File: src/rtl/comp_decomp_pkg.sv
// comp_decomp_pkg: shared encodings and widths for the compress/decompress scheduler.
package comp_decomp_pkg;
    localparam int DATA_W = 80;
    localparam int COMP_W = 8;

    typedef enum logic [1:0] {
        CMD_NOP    = 2'b00,
        CMD_COMP   = 2'b01,
        CMD_DECOMP = 2'b10,
        CMD_RSVD   = 2'b11
    } cmd_e;

    typedef enum logic [1:0] {
        RSP_NONE = 2'b00,
        RSP_OK   = 2'b01,
        RSP_REJ  = 2'b10,
        RSP_TMO  = 2'b11
    } rsp_e;

    typedef enum logic [1:0] {
        S_IDLE,
        S_ISSUE,
        S_WAIT,
        S_DONE
    } state_e;
endpackage

File: src/rtl/comp_decomp_rr_arb.sv
// comp_decomp_rr_arb: two-requester round-robin arbiter; ptr_q names the requester favoured on a tie.
module comp_decomp_rr_arb (
    input  logic       clk,
    input  logic       reset,
    input  logic       en,
    input  logic [1:0] req,
    output logic [1:0] gnt
);
    logic ptr_q, ptr_d;

    always_comb begin
        gnt[0] = en & req[0] & (~req[1] | ~ptr_q);
        gnt[1] = en & req[1] & (~req[0] | ptr_q);
        ptr_d  = (|gnt) ? gnt[0] : ptr_q;
    end

    always_ff @(posedge clk or posedge reset)
        if (reset) ptr_q <= 1'b0;
        else       ptr_q <= ptr_d;
endmodule

File: src/rtl/comp_decomp_scheduler.sv
// comp_decomp_scheduler: arbitrates two requesters onto one compress/decompress engine with timeout.
// Optional statistics counters enabled by defining COMP_DECOMP_SCHED_STATS_EN.
module comp_decomp_scheduler
    import comp_decomp_pkg::*;
#(
    parameter int TIMEOUT_CYCLES = 16
) (
    input  logic              clk,
    input  logic              reset,
    input  logic [1:0]        req_valid,
    output logic [1:0]        req_ready,
    input  logic [1:0]        req0_command,
    input  logic [1:0]        req1_command,
    input  logic [DATA_W-1:0] req0_data_in,
    input  logic [DATA_W-1:0] req1_data_in,
    input  logic [COMP_W-1:0] req0_compressed_in,
    input  logic [COMP_W-1:0] req1_compressed_in,
    output logic [1:0]        rsp_valid,
    output logic [1:0]        rsp_code,
    output logic [COMP_W-1:0] rsp_compressed_out,
    output logic [DATA_W-1:0] rsp_decompressed_out,
    output logic [1:0]        eng_command,
    output logic [DATA_W-1:0] eng_data_in,
    output logic [COMP_W-1:0] eng_compressed_in,
    input  logic [COMP_W-1:0] eng_compressed_out,
    input  logic [DATA_W-1:0] eng_decompressed_out,
    input  logic [1:0]        eng_response,
    output logic [15:0]       stat_done_cnt,
    output logic [15:0]       stat_timeout_cnt
);
    localparam logic [7:0] CNT_LAST = 8'(TIMEOUT_CYCLES - 1);

    state_e              state_q, state_d;
    cmd_e                cmd_q, cmd_d;
    rsp_e                res_code_q, res_code_d, rsp_code_q, rsp_code_d;
    logic                owner_q, owner_d, rsp_valid_q, rsp_valid_d;
    logic [7:0]          cnt_q, cnt_d;
    logic [DATA_W-1:0]   data_q, data_d, res_dec_q, res_dec_d, rsp_dec_q, rsp_dec_d;
    logic [COMP_W-1:0]   comp_q, comp_d, res_comp_q, res_comp_d, rsp_comp_q, rsp_comp_d;
    logic [1:0]          gnt;
    cmd_e                sel_cmd;

    comp_decomp_rr_arb u_arb (
        .clk  (clk),
        .reset(reset),
        .en   (state_q == S_IDLE),
        .req  (req_valid),
        .gnt  (gnt)
    );

    assign sel_cmd = cmd_e'(gnt[1] ? req1_command : req0_command);

    always_comb begin
        state_d     = state_q;
        cmd_d       = cmd_q;
        owner_d     = owner_q;
        data_d      = data_q;
        comp_d      = comp_q;
        cnt_d       = cnt_q;
        res_code_d  = res_code_q;
        res_comp_d  = res_comp_q;
        res_dec_d   = res_dec_q;
        rsp_valid_d = 1'b0;
        rsp_code_d  = RSP_NONE;
        rsp_comp_d  = rsp_comp_q;
        rsp_dec_d   = rsp_dec_q;
        case (state_q)
            S_IDLE: if (|gnt) begin
                owner_d = gnt[1];
                cmd_d   = sel_cmd;
                data_d  = gnt[1] ? req1_data_in : req0_data_in;
                comp_d  = gnt[1] ? req1_compressed_in : req0_compressed_in;
                // nop and reserved complete locally without touching the engine
                if (sel_cmd == CMD_COMP || sel_cmd == CMD_DECOMP) begin
                    state_d = S_ISSUE;
                end else begin
                    res_code_d = (sel_cmd == CMD_NOP) ? RSP_OK : RSP_REJ;
                    res_comp_d = '0;
                    res_dec_d  = '0;
                    state_d    = S_DONE;
                end
            end
            S_ISSUE: begin
                cnt_d   = '0;
                state_d = S_WAIT;
            end
            S_WAIT: if (eng_response != 2'b00) begin
                res_code_d = (eng_response == 2'b01) ? RSP_OK : RSP_REJ;
                res_comp_d = eng_compressed_out;
                res_dec_d  = eng_decompressed_out;
                state_d    = S_DONE;
            end else if (cnt_q == CNT_LAST) begin
                res_code_d = RSP_TMO;
                res_comp_d = '0;
                res_dec_d  = '0;
                state_d    = S_DONE;
            end else begin
                cnt_d = cnt_q + 8'd1;
            end
            S_DONE: begin
                rsp_valid_d = 1'b1;
                rsp_code_d  = res_code_q;
                rsp_comp_d  = res_comp_q;
                rsp_dec_d   = res_dec_q;
                state_d     = S_IDLE;
            end
            default: state_d = S_IDLE;
        endcase
    end

    always_ff @(posedge clk or posedge reset)
        if (reset) begin
            state_q     <= S_IDLE;
            cmd_q       <= CMD_NOP;
            owner_q     <= 1'b0;
            data_q      <= '0;
            comp_q      <= '0;
            cnt_q       <= '0;
            res_code_q  <= RSP_NONE;
            res_comp_q  <= '0;
            res_dec_q   <= '0;
            rsp_valid_q <= 1'b0;
            rsp_code_q  <= RSP_NONE;
            rsp_comp_q  <= '0;
            rsp_dec_q   <= '0;
        end else begin
            state_q     <= state_d;
            cmd_q       <= cmd_d;
            owner_q     <= owner_d;
            data_q      <= data_d;
            comp_q      <= comp_d;
            cnt_q       <= cnt_d;
            res_code_q  <= res_code_d;
            res_comp_q  <= res_comp_d;
            res_dec_q   <= res_dec_d;
            rsp_valid_q <= rsp_valid_d;
            rsp_code_q  <= rsp_code_d;
            rsp_comp_q  <= rsp_comp_d;
            rsp_dec_q   <= rsp_dec_d;
        end

    assign req_ready            = gnt;
    assign rsp_valid            = rsp_valid_q ? (owner_q ? 2'b10 : 2'b01) : 2'b00;
    assign rsp_code             = rsp_code_q;
    assign rsp_compressed_out   = rsp_comp_q;
    assign rsp_decompressed_out = rsp_dec_q;
    assign eng_command          = (state_q == S_ISSUE) ? cmd_q : CMD_NOP;
    assign eng_data_in          = data_q;
    assign eng_compressed_in    = comp_q;

`ifdef COMP_DECOMP_SCHED_STATS_EN
    logic [15:0] done_q, done_d, tmo_q, tmo_d;

    always_comb begin
        done_d = (state_q == S_DONE && done_q != 16'hFFFF) ? done_q + 16'd1 : done_q;
        tmo_d  = (state_q == S_DONE && res_code_q == RSP_TMO && tmo_q != 16'hFFFF) ? tmo_q + 16'd1 : tmo_q;
    end

    always_ff @(posedge clk or posedge reset)
        if (reset) begin
            done_q <= '0;
            tmo_q  <= '0;
        end else begin
            done_q <= done_d;
            tmo_q  <= tmo_d;
        end

    assign stat_done_cnt    = done_q;
    assign stat_timeout_cnt = tmo_q;
`else
    assign stat_done_cnt    = '0;
    assign stat_timeout_cnt = '0;
`endif
endmodule

File: config.mk
export PLATFORM = sky130hd
export DESIGN_NAME = comp_decomp_scheduler
export DESIGN_NICKNAME = d
export VERILOG_FILES = /design/src/rtl/comp_decomp_pkg.sv /design/src/rtl/comp_decomp_rr_arb.sv /design/src/rtl/comp_decomp_scheduler.sv
export SDC_FILE = /design/constraint.sdc
export NUM_CORES = 1
export LEC_CHECK = 0
export CAP_MARGIN = 10
export CORE_UTILIZATION = 30
export DETAILED_ROUTE_END_ITERATION = 10
export PLACE_DENSITY = 0.59
export SYNTH_ARGS = -nofsm -noshare
export SYNTH_HDL_FRONTEND = slang
export SYNTH_SLANG_ARGS = --single-unit
File: constraint.sdc
create_clock -name clk -period 12.3 [get_ports clk]
set_input_delay 1.845 -clock clk [delete_from_list [all_inputs] [get_ports clk]]
set_output_delay 1.845 -clock clk [all_outputs]
set_load 0.1 [all_outputs]
Word-level counts from Yosys, hierarchy flattened
Index checks and enable logic that the tools add are counted.

word-level totals
  flip-flop bits (word level) = 283
  latch bits = 0
  memory bits (writable) = 0
  ROM bits = 0
  output and inout bits = 216
  memories kept = 0

operators by class
  $add $sub $neg = 1
  multiply operators = 0
  div/mod/pow operators = 0
  order comparisons = 0
  equality and inequality tests = 12
  shifts and indexed selects = 0
  multiplexer cells = 32
  bitwise operators = 9
  reductions and logical operators = 11

operator list
  cell                   number
  $mux W80               5
  $pmux W80 S2           1
  $mux W8                7
  $pmux W8 S2            2
  $mux W2                14
  $add A8 B1 Y8 const B  1
  $eq A8 B4 Y1 const B   1
  $ne A2 B2 Y1 const B   4
  $pmux W2 S4            1
  $eq A2 B1 Y1 const B   3
  $eq A2 B2 Y1 const B   3
  $reduce_bool A2 Y1     3
  $and A1 B1 Y1          4
  $logic_not A2 Y1       2
  $pmux W2 S2            1
  $reduce_and A2 Y1      2
  $reduce_and A4 Y1      1
  $ne A3 B3 Y1 const B   1
  $not A1 Y1             3
  $reduce_and A3 Y1      1
  $or A1 B1 Y1           2
  $reduce_or A2 Y1       1
  $logic_or A1 B1 Y1     1
  $mux W1                1

Longest topological paths before layout
  depth after elaboration = 9
  depth in mapped cells = 11
  depth with buffers taken out = 8

By module
A second synthesis with hierarchy kept.

unflattened totals
  cell total of the unflattened synthesis = 901
  area, all modules = 11,599.9 µm²

modules (own cells, without submodules)
  module                 times used  cells an instance  area each (µm²)  seq. area each (µm²)
  comp_decomp_scheduler  1           892                11,534.8         7,056.8
  comp_decomp_rr_arb     1           9                  65.1             25.0

Worst setup path before layout
No wires, ideal clock.

  kind = input to output
  from = input port req_valid[0]
  to = output port req_ready[0]
  data arrival time = 3,383 ps
  required time = 10,455 ps
  slack = 7,072 ps
  cell stages on the path = 2
  cells stage by stage = nand2_1 a21oi_1

on the way
  word-level cells in the longest chain between the ends = 2

RTL lines
  element                     RTL line                     text
  from (decl)                 comp_decomp_scheduler.sv:10  input logic [1:0] req_valid,
  $and A1 B1 Y1 (2 in a row)  comp_decomp_rr_arb.sv:12     gnt[0] = en & req[0] & (~req[1] | ~ptr_q);
  to (decl)                   comp_decomp_scheduler.sv:11  output logic [1:0] req_ready,

Every way passes these cells.

Worst setup path after layout
  from = input port req_valid[0]
  to = output port req_ready[1]

on the way
  word-level cells in the longest chain between the ends = 3

RTL lines
  element        RTL line                  text
  $not A1 Y1     comp_decomp_rr_arb.sv:13  gnt[1] = en & req[1] & (~req[0] | ptr_q);
  $or A1 B1 Y1   comp_decomp_rr_arb.sv:13
  $and A1 B1 Y1  comp_decomp_rr_arb.sv:13

Every way passes these cells.

==> flow_metrics.py <==
metrics = {
    "run_status": {
        "status": "complete, no violations",
    },
    "critical_path": {
        "cp-end-kind": "primary output",
        "worst-path-buf-inv": 5,
        "cp.arrival_ns": 4.21,
        "rrSetupSlack_ns": 8.14,
        "r2r_end": "res_dec_q[0]",
        "path_cells": "clkdlybuf4s50_1 -> inv_1 -> o211ai_1 -> buf_4 -> inv_1 -> clkdlybuf4s50_1",
        "r2r-start": "state_q[0]",
        "crit_slowest_cell": "clkdlybuf4s50_1",
        "cp_slowest_stage_delay_ns": 1.04,
        "path_class": "in2out",
        "crit_fanout": 21,
        "critPathLaunchType": "input pin",
        "cp.required_ns": 10.45,
        "cpLargestDelayFamily": "buffers and inverters",
        "reg2regPathDepth": 10,
    },
    "synthesis": {
        "synth_edf_count": 0,
        "yosys_warnings": 0,
        "yosysMostFrequentCell": "dfrtp_1",
        "synth_top_area_share_pct": 61.0,
        "ys_top_cells_by_count": "dfrtp_1 (283), nand2_1 (106), mux2i_1 (93), o21ai_0 (92)",
        "ys_types": 39,
        "syn_area_per_cell_sq_um": 12.8,
        "yosysSeqAreaShare_pct": 61.0,
        "synthCells": 907,
        "netlist_area_sq_um": 11600,
        "synth-async-reset-ratio_pct": 100,
        "ys_ff_latch": 283,
        "synthTopCellsByArea": "dfrtp_1 (61%), mux2_2 (8.5%), mux2i_1 (8.0%)",
        "yosysTopAreaCell": "dfrtp_1",
        "synth-main-ff-cell": "dfrtp_1",
    },
    "detailed_routing": {
        "wl_per_cell_um": 18.2,
        "wl_mm": 34.4,
        "drc_errors": 0,
        "drtAntennaViolNets": 0,
        "routed_via_density": 4.56,
        "vias": 8581,
        "drtPass1Iterations": 4,
        "drt_iter0_markers": 306,
    },
    "placed_design": {
        "dp_hpwl_mm": 24.6,
        "placedInstanceArea_sq_um": 16600,
        "placed_cells": 1824,
        "place_congestion": 0.833,
        "port_buffers": 457,
    },
    "sta": {
        "fin_hold_ws_ns": 0.472,
        "worstMarginPinSlew_ns": 1.12,
        "finalHoldViolCount": 0,
        "relSlewSlack_pct": 24.9,
        "final.setup.tns_ns": 0,
        "finalSetupViolCount": 0,
        "period_needed_ns": 6.06,
        "finClkSkew_ns": 0.0167,
        "min_period_over_period_pct": 49.3,
        "rsz0062_at_grt": "false",
        "fmax_mhz": 165,
        "slew_viol_final": 0,
    },
    "global_routing": {
        "antenna_found_initial": 2,
        "grt_pass1_vias": 8799,
        "grt_pass1_wl_mm": 51.5,
        "grt_max_degree": 167,
        "grtUsageTotal_pct": 17.0,
        "grt-ovfl-total": 0,
    },
    "flow_run": {
        "maxCapViolations": 0,
    },
    "cts": {
        "clock_latency_ns": 0.49,
        "cts_max_path_buffers": 3,
        "cts_tree": "done",
        "clkTransAtPathRegs_ns": 0.05,
        "h-tree-depth": 2,
        "cts_setup_buffers": 0,
        "cts_sinks": 283,
        "clock-root-buffer": "clkbuf_16",
        "holdBufCountCts": 0,
        "cts_resized": 0,
        "cts_buffers": 34,
    },
    "final_layout": {
        "final_layout_size_suffix_gt1_share_pct": 11.0,
        "final_area_sq_um": 17600,
        "num-nets-final": 1631,
        "area_delta_synth_final_pct": 51.3,
        "final_cells": 1883,
    },
    "worst_hold_path": {
        "min_from": "cmd_q[1]",
        "hp-class": "reg2reg",
        "holdPathStages": 2,
        "hold_end": "cmd_q[1]",
    },
    "floorplan": {
        "die_h_um": 199,
        "io_pins": 490,
        "die_w_um": 199,
        "coreArea_sq_um": 37800,
        "num_rows": 71,
        "dieArea_sq_um": 39500,
        "start_util_pct": 30.7,
    },
}
-- worst max-delay path by stage --
stage / cells after the start / end / start
after floorplan: 1 / cmd_q[0] / reset
after global placement: 6 / req_ready[1] / req_valid[0]
after detailed placement: 6 / req_ready[1] / req_valid[0]
after CTS: 6 / req_ready[1] / req_valid[0]
after global routing: 6 / req_ready[1] / req_valid[0]
final: 6 / req_ready[1] / req_valid[0]
-- through the flow --
stage	utilization [%]	setup slack, ns
2_1_floorplan	-	2.65
3_3_place_gp	43.7	6.26
3_5_place_dp	43.7	6.25
4_1_cts	46.4	6.25
5_1_grt	46.4	6.18
6_report	46.4	6.24
-- state kept, by name (all words and copies together) (netlist names), 8 cells and up --
signal,flops
rsp_compressed_out,8
eng_data_in,80
res_comp_q,8
eng_compressed_in,8
rsp_decompressed_out,80
cnt_q,8
res_dec_q,80
-- area by class of cell --
class                   instances  area [sq um]
fillers                      3512         20300
flip-flops and latches        283          7080
repair buffers                466          4650
multi-input cells             557          4150
clock buffers                  50           962
well taps                     511           639
clock inverters                 6          40.0
inverters                       7          33.8
diodes                          3          7.51
-- cells in the final DEF (no fill, tap or decap), types with 5 or more instances in the layout --
cell,Yosys,routed
a21oi_1,8,8
a22o_1,88,88
and2_1,5,5
buf_4,35,8
clkbuf_1,37,12
clkbuf_16,0,35
clkdlybuf4s50_1,0,457
conb_1,1,32
dfrtp_1,283,283
ha_1,8,7
inv_1,6,5
mux2_2,88,88
mux2i_1,93,93
nand2_1,106,106
nand3_1,5,5
nor2_1,8,8
o21ai_0,92,92
-- logic make-up after synthesis --
group | after synthesis | synth area share [%]
simple gates | 136 | 4.93
mux | 182 | 16.7
compound gates | 198 | 11.8
flops | 283 | 61.0
xor+xnor | 1 | 0.0755
other cells | 1 | 0.0323
fa+ha+maj | 8 | 0.862
buf+inv | 98 | 4.60
-- tightest hold or removal path, cell delays in order (launching register included) --
cell     delay (ns)
dfrtp_1        0.33
nand2_1        0.05
o21ai_0        0.06
-- layer usage --
| metal | vias up | global-route usage [%] | wire, um | share of wire [%] |
|---|---|---|---|---|
| li1 | 4042 | - | - | - |
| met4 | 0 | 5.27 | 868 | 2.5 |
| met3 | 56 | 3.58 | 1850 | 5.4 |
| met5 | - | 0 | 0 | 0 |
| met1 | 4232 | 20.6 | 13900 | 41 |
| met2 | 251 | 30.1 | 17700 | 52 |
Power is not shown: default switching activity piles up to over one toggle a cycle in this logic, so the estimate is an artifact.
